**src/rtl/tt_um_alexlowl_my_tt_project.sv**
```systemverilog
// Stopwatch tile: a start/stop button toggles run, a 16-bit prescaler divides
// the clock by 2^SEL, and an 8-bit up/down counter advances on each
// prescaler tick. One nibble of the count is shown on a hex 7-segment
// display, and the full count is driven on the bidirectional pins.
//
// Ports:
//   clk     system clock, rising edge
//   rst_n   asynchronous active-low reset
//   ena     tile enable (ignored)
//   ui_in   [0] start/stop, [1] clear, [2] dir (1=down), [3] nibble sel,
//           [7:4] prescaler select SEL
//   uo_out  [6:0] segments a..g (active-high), [7] run flag
//   uio_in  unused
//   uio_out current count
//   uio_oe  all ones (bidirectional pins are always outputs)
module tt_um_alexlowl_my_tt_project (
  input  logic       clk,
  input  logic       rst_n,
  input  logic       ena,
  input  logic [7:0] ui_in,
  output logic [7:0] uo_out,
  input  logic [7:0] uio_in,
  output logic [7:0] uio_out,
  output logic [7:0] uio_oe
);

  // The name keeps lint quiet about the tile inputs this design ignores.
  logic unused_inputs;
  assign unused_inputs = &{1'b0, ena, uio_in};

  // Start button: two synchronizer stages plus one delay stage for edge detect.
  logic [2:0]  start_pipe;
  logic [1:0]  clr_pipe;
  logic        run;
  logic [15:0] presc;
  logic [7:0]  count;

  logic        rise;
  logic        clear;
  logic        tick;
  logic [15:0] limit;
  logic [3:0]  nib;
  logic [6:0]  seg;

  assign rise  = start_pipe[1] & ~start_pipe[2];
  assign clear = clr_pipe[1];
  // 2^SEL - 1; SEL is used unsynchronized because it is quasi-static.
  assign limit = (16'd1 << ui_in[7:4]) - 16'd1;
  assign tick  = run && (presc == limit);

  always_ff @(posedge clk or negedge rst_n) begin
    if (!rst_n) begin
      start_pipe <= '0;
      clr_pipe   <= '0;
    end else begin
      start_pipe <= {start_pipe[1:0], ui_in[0]};
      clr_pipe   <= {clr_pipe[0], ui_in[1]};
    end
  end

  always_ff @(posedge clk or negedge rst_n) begin
    if (!rst_n) run <= 1'b0;
    else if (rise) run <= ~run;
  end

  // If SEL drops below the current prescaler value, presc runs on to 0xFFFF
  // and wraps to 0; that wrap produces no tick.
  always_ff @(posedge clk or negedge rst_n) begin
    if (!rst_n) presc <= '0;
    else if (clear || tick) presc <= '0;
    else if (run) presc <= presc + 16'd1;
  end

  // Clear has priority over tick. Arithmetic wraps modulo 256.
  always_ff @(posedge clk or negedge rst_n) begin
    if (!rst_n) count <= '0;
    else if (clear) count <= '0;
    else if (tick) count <= ui_in[2] ? count - 8'd1 : count + 8'd1;
  end

  assign nib = ui_in[3] ? count[7:4] : count[3:0];

  always_comb begin
    seg = 7'h00;
    case (nib)
      4'h0: seg = 7'h3F;
      4'h1: seg = 7'h06;
      4'h2: seg = 7'h5B;
      4'h3: seg = 7'h4F;
      4'h4: seg = 7'h66;
      4'h5: seg = 7'h6D;
      4'h6: seg = 7'h7D;
      4'h7: seg = 7'h07;
      4'h8: seg = 7'h7F;
      4'h9: seg = 7'h6F;
      4'hA: seg = 7'h77;
      4'hB: seg = 7'h7C;
      4'hC: seg = 7'h39;
      4'hD: seg = 7'h5E;
      4'hE: seg = 7'h79;
      4'hF: seg = 7'h71;
      default: seg = 7'h00;
    endcase
  end

  assign uo_out  = {run, seg};
  assign uio_out = count;
  assign uio_oe  = 8'hFF;

endmodule

```
**config.mk**
```make
export PLATFORM = sky130hd
export DESIGN_NAME = tt_um_alexlowl_my_tt_project
export DESIGN_NICKNAME = d
export VERILOG_FILES = /design/src/rtl/tt_um_alexlowl_my_tt_project.sv
export SDC_FILE = /design/constraint.sdc
export NUM_CORES = 1
export LEC_CHECK = 0
export CAP_MARGIN = 20
export CORE_MARGIN = 2
export CORE_UTILIZATION = 56
export CTS_CLUSTER_SIZE = 8
export DETAILED_ROUTE_END_ITERATION = 10
export PLACE_DENSITY = 0.82
export SYNTH_ARGS = -nofsm -noshare
export SYNTH_HDL_FRONTEND = slang
export SYNTH_SLANG_ARGS = --single-unit
```
**constraint.sdc**
```tcl
create_clock -name clk -period 5.5 [get_ports clk]
set_clock_uncertainty 0.2 [all_clocks]
set_input_delay 0.55 -clock clk [delete_from_list [all_inputs] [get_ports clk]]
set_output_delay 0.55 -clock clk [all_outputs]
set_load 0.1 [all_outputs]
```
== Word level (Yosys, flattened, before mapping) ==
Memory sizes are Yosys's and may differ from the RTL's.
Index checks and enable logic that the tools add are counted.

* Register bits after elaboration: 30
* Output and inout bits: 24
* Word-level logic and storage cells: 25
* Memories: 1
* Memory bits (read-only): 112
* Input port bits: 19

{| class="wikitable"
|+ Memories
! memory !! depth !! bits a word !! rd ports !! clocked after memory_dff !! write ports !! line !! source
|-
| (no name shown) || 16 || 7 || 1 || 0 || 0 || 85 || <nowiki>case (nib)</nowiki>
|}

* Equal/unequal tests: 1
* Shift-type cells: 1
* Bitwise logic cells: 3
* Reduce and logical (&&, ||, !) cells: 4
* Mux-type cells: 6
* $add $sub $neg: 4

{| class="wikitable"
|+ Operator list
! cell !! number
|-
| $mux W16 || 2
|-
| $mux W8 || 3
|-
| $add A16 B1 Y16 const B || 1
|-
| $eq A16 B16 Y1 || 1
|-
| $shl A1 B4 Y16 const A || 1
|-
| $sub A16 B1 Y16 const B || 1
|-
| $add A8 B1 Y8 const B || 1
|-
| $sub A8 B1 Y8 const B || 1
|-
| $mux W4 || 1
|-
| $reduce_bool A2 Y1 || 2
|-
| $not A1 Y1 || 2
|-
| $and A1 B1 Y1 || 1
|-
| $logic_and A1 B1 Y1 || 1
|-
| $logic_or A1 B1 Y1 || 1
|}

== Longest topological paths before layout ==
* Word-level depth: 6
* Depth in mapped cells: 14

== Worst setup path after synthesis ==
No wires, ideal clock.

* Path kind: register to output
* Start: reg count[0], in the netlist uio_out[0]
* End: out uo_out[1]
* Slack: 1.410 ns
* Data required time: 4.750 ns
* Stages on the path, launching flop included: 6
* Arrival time: 3.340 ns
* Buffers on the path: 0
* Path through: dfrtp_1 mux2i_1 ha_1 a21oi_1 nor2_1 a21oi_1

* Cells in the longest elaborated chain, start to end: 2

{| class="wikitable"
|+ RTL lines
! what !! line !! source
|-
| start: declaration || 36 || <nowiki>logic [7:0] count;</nowiki>
|-
| start signal: assignment || 78 || <nowiki>else if (tick) count <= ui_in[2] ? count - 8'd1 : count + 8'd1;</nowiki>
|-
| $mux W4 || 81 || <nowiki>assign nib = ui_in[3] ? count[7:4] : count[3:0];</nowiki>
|-
| $mem_v2 Z16 W7 || -- ||
|-
| end: declaration || 21 || <nowiki>output logic [7:0] uo_out,</nowiki>
|}

Every way passes these cells.

== Final worst setup path ==
* Start: in ui_in[3]
* End: out uo_out[6]

* Cells in the longest elaborated chain, start to end: 2

{| class="wikitable"
|+ RTL lines
! what !! line !! source
|-
| start: declaration || 20 || <nowiki>input logic [7:0] ui_in,</nowiki>
|-
| $mux W4 || 81 ||
|-
| $mem_v2 Z16 W7 || -- ||
|}

Every way passes these cells.

==> tab_implementation.tex <==
\begin{tabular}{lr}
\hline
Metric & Value \\
\hline
\multicolumn{2}{l}{\textbf{Pwr}} \\
\quad Register share of total power & about two fifths \\
\quad Combinational fraction of design power & roughly a quarter \\
\quad Lkg Pwr & 1.218 nW \\
\quad Switching power summed over all nets & 198.8 uW \\
\quad Peak supply drop & 0.0001558 V \\
\quad Switch share & between 30\% and 40\% \\
\quad Internal portion of total power & 428.5 uW \\
\quad Clock power share & a little over a third \\
\quad Ratio of total power to cell area & 226.3 mW/mm\^{}2 \\
\multicolumn{2}{l}{\textbf{Timing}} \\
\quad Fraction of the cycle the final worst path needs & 79.48\% \\
\quad Unrepaired setup endpoints after global routing & no \\
\quad Min setup slack post-route & around 1100 ps \\
\quad Highest attainable clock frequency & roughly 230 MHz \\
\quad Slew HR & 34.70\% \\
\quad Final max-slew violation count & 0 \\
\quad Final hold slack & 150.1 ps \\
\quad Endpoints failing setup & 0 \\
\quad Final total negative setup slack & 0 ps \\
\quad Final hold vios & 0 \\
\quad Worst Tran Pin Value & a little under 1000 ps \\
\quad Tmin final & 4372 ps \\
\multicolumn{2}{l}{\textbf{Clock network}} \\
\quad Clock tree from TritonCTS & done \\
\quad Count of clock tree sinks & 30 \\
\quad Clock transition at the register clock pins on the worst setup and hold paths after CTS & 60 ps \\
\quad Setup fix buffers added after clock tree synthesis & 0 \\
\quad CTS Buf Count & 5 \\
\quad Post-cts gate resize count & 0 \\
\quad H-tree depth reported by CTS & 2 \\
\quad Clock latency on the worst-skew pair & about 270 ps \\
\quad Buffer levels on the longest clock path & 2 \\
\quad Clock tree root driver cell & clkbuf\_8 \\
\quad Total of hold buffers inserted after clock tree synthesis & 0 \\
\multicolumn{2}{l}{\textbf{Floorplanning}} \\
\quad Effective utilization at floorplan & a little under three fifths \\
\quad Full die area & between 0.004 and 0.005 mm\^{}2 \\
\quad Top Ports & between 40 and 50 \\
\quad Core box area & roughly 0.0043 mm\^{}2 \\
\quad Count of standard-cell rows & 24 \\
\quad Vert. Die Dim & between 70 and 80 um \\
\quad Die width & approximately 70 um \\
\multicolumn{2}{l}{\textbf{Logic synthesis}} \\
\quad Post-Synthesis Mean Instance Area & between 8 and 9 um\^{}2 \\
\quad Area share of the largest cell type after synthesis & just over 30\% \\
\quad Post-synthesis cell count & 281 \\
\quad Main area contributors after synthesis & dfrtp\_1, ha\_1, nor2\_1 \\
\quad Yosys warnings & 0 \\
\quad Dominant register cell in the synthesized netlist & dfrtp\_1 \\
\quad Post-synth ARST share & 100.0\% \\
\quad Synthesized cell area & around 0.0024 mm\^{}2 \\
\quad Count of state elements after synthesis & 30 \\
\quad Library cell occupying the most area in the post-synthesis netlist & dfrtp\_1 \\
\quad Count of different cell masters after synthesis & 52 \\
\quad Portion of the post-synthesis area used by sequential elements & a little under a third \\
\quad EDFF count, synth & 0 \\
\multicolumn{2}{l}{\textbf{Global route}} \\
\quad GRT Resource Usage Total & about a fifth \\
\quad Total gr overflow & 0 \\
\quad Pin count of the biggest net entering global routing & 31 \\
\quad First-pass GRT wire length & 8590 um \\
\quad Initial antenna violation count & 0 \\
\quad Vias in the first global route & just under 2k \\
\multicolumn{2}{l}{\textbf{Cells and area}} \\
\quad Count of nets after finishing & approximately 340 \\
\quad Area growth from synthesis to final layout & 13.42\% \\
\quad Share of post-route cells with drive strength above 1 & approximately 7.7\% \\
\quad Antenna diode instance count & 0 \\
\quad Post-layout instance count excluding filler cells & approximately 350 \\
\quad Most common library cell in the layout ignoring fill and taps & nor2\_1 \\
\quad Commonest cells after routing, fill and taps aside & nor2\_1, dfrtp\_1, clkdlybuf4s50\_1, a21oi\_1, xnor2\_1 \\
\multicolumn{2}{l}{\textbf{Setup path}} \\
\quad Crit path DAT & roughly 3600 ps \\
\quad Required @ worst endpoint & between 4000 and 5000 ps \\
\quad Critical path class & in2out \\
\quad Nature of the critical path startpoint & primary input \\
\quad Max Fanout on Critical Path & 6 \\
\quad Critical path capture point type & output pin \\
\multicolumn{2}{l}{\textbf{Route}} \\
\quad Residual DRC count & 0 \\
\quad Drt via density & between 5 and 6 \\
\quad Detailed Route WL & around 4900 um \\
\quad Routed len/inst & approximately 14 um \\
\quad Routed Antenna Nets & 0 \\
\quad Initial detailed-routing violation count & 70 \\
\quad Total number of vias & 2010 \\
\quad TritonRoute pass-1 iters & 4 \\
\multicolumn{2}{l}{\textbf{Flow run}} \\
\quad Total of max-cap violations & 0 \\
\multicolumn{2}{l}{\textbf{Placed design}} \\
\quad Estimated wirelength of the detail-placed design & 3539 um \\
\quad Number of buffers added on ports & 25 \\
\quad Number of placed instances, taps included & between 300 and 400 \\
\quad Worst Setup Slack post-DPL & between 1000 and 1500 ps \\
\quad GP Congestion & approximately 0.88 \\
\multicolumn{2}{l}{\textbf{Hold path}} \\
\quad Hold Path Class & reg2reg \\
\multicolumn{2}{l}{\textbf{Outcome}} \\
\quad Result of the run & finished clean \\
\hline
\end{tabular}
synthesized netlist by cell type (3+ instances only):
| cell type | count |
|---|---|
| a21oi_1 | 17 |
| and3_1 | 3 |
| buf_2 | 4 |
| buf_4 | 10 |
| buf_6 | 3 |
| clkbuf_1 | 7 |
| dfrtp_1 | 30 |
| ha_1 | 15 |
| inv_1 | 11 |
| mux2_2 | 4 |
| mux2i_1 | 10 |
| nand2_1 | 13 |
| nand2b_1 | 5 |
| nand3_1 | 7 |
| nand3b_1 | 3 |
| nand4_1 | 6 |
| nor2_1 | 44 |
| nor2b_1 | 8 |
| nor3_1 | 4 |
| nor4b_1 | 4 |
| o21ai_0 | 6 |
| xnor2_1 | 17 |
| xor2_1 | 11 |
registers in the layout (all words and copies together) (netlist names):
signal	count
start_pipe	3
uio_out	8
run	1
clr_pipe	2
presc	16
logic make-up after synthesis:
logic type,count (synthesis),share of synthesized area (%)
and+or+nand+nor,104,21.35
AOI/OAI and AO/OA,51,14.18
buffers and inverters,36,8.192
DFF,30,30.72
xor gates and xnor gates,28,10.04
adders and majority gates,16,8.500
muxes,15,6.861
other,1,0.1535
metal layers:
layer	share of wire [%]	track usage (%)
met3	4.8	2.886
met4	0.77	8.333
met1	44	27.13
met2	50	36.93
met5	0	0
power groups by stage:
stage	clock network, mW	registers, mW	logic, mW
global route	0.234	0.265	0.157
CTS	0.225	0.261	0.148
floorplan	0	0.250	0.138
global placement	0	0.264	0.143
detailed placement	0	0.265	0.147
finish	0.221	0.260	0.146
area by class of cell:
| cell class | count | area [um^2] |
|---|---|---|
| clock buffer | 6 | 82.58 |
| tap | 52 | 65.06 |
| fill | 340 | 1493 |
| multi-input combinational | 222 | 1519 |
| sequential | 30 | 750.7 |
| timing repair buffer | 30 | 282.8 |
| clock inverter | 1 | 30.03 |
| inverter | 11 | 41.29 |
worst max-delay path, cell delays in order:
cell and delay, ps:
clkdlybuf4s50_1 660, mux2i_1 530, inv_1 170, ha_1 260, nand2_1 100, a21oi_1 70
a21oi_1 130, clkdlybuf4s50_1 1150
through the flow:
step	total power, mW	cell area, um^2	utilization, %
2_1_floorplan	0.3881	2470	-
6_report	0.6273	2771	64.99
3_3_place_gp	0.4065	2659	62.35
3_5_place_dp	0.4118	2659	62.35
5_1_grt	0.6561	2771	64.99
4_1_cts	0.6333	2771	64.99
final timing paths:
check | depth (start not counted) | to | start | slack (ps)
min in group asynchronous | 2 | presc[7] | rst_n | 460
worst max register to register | 8 | presc[11] | presc[10] | 2850
worst min-delay path | 0 | clr_pipe[1] | clr_pipe[0] | 150
max in group asynchronous | 2 | presc[13] | rst_n | 4360
worst max-delay path | 8 | uo_out[6] | ui_in[3] | 1130
worst min register to register | 0 | clr_pipe[1] | clr_pipe[0] | 150
(Power assumes the default switching activity.)
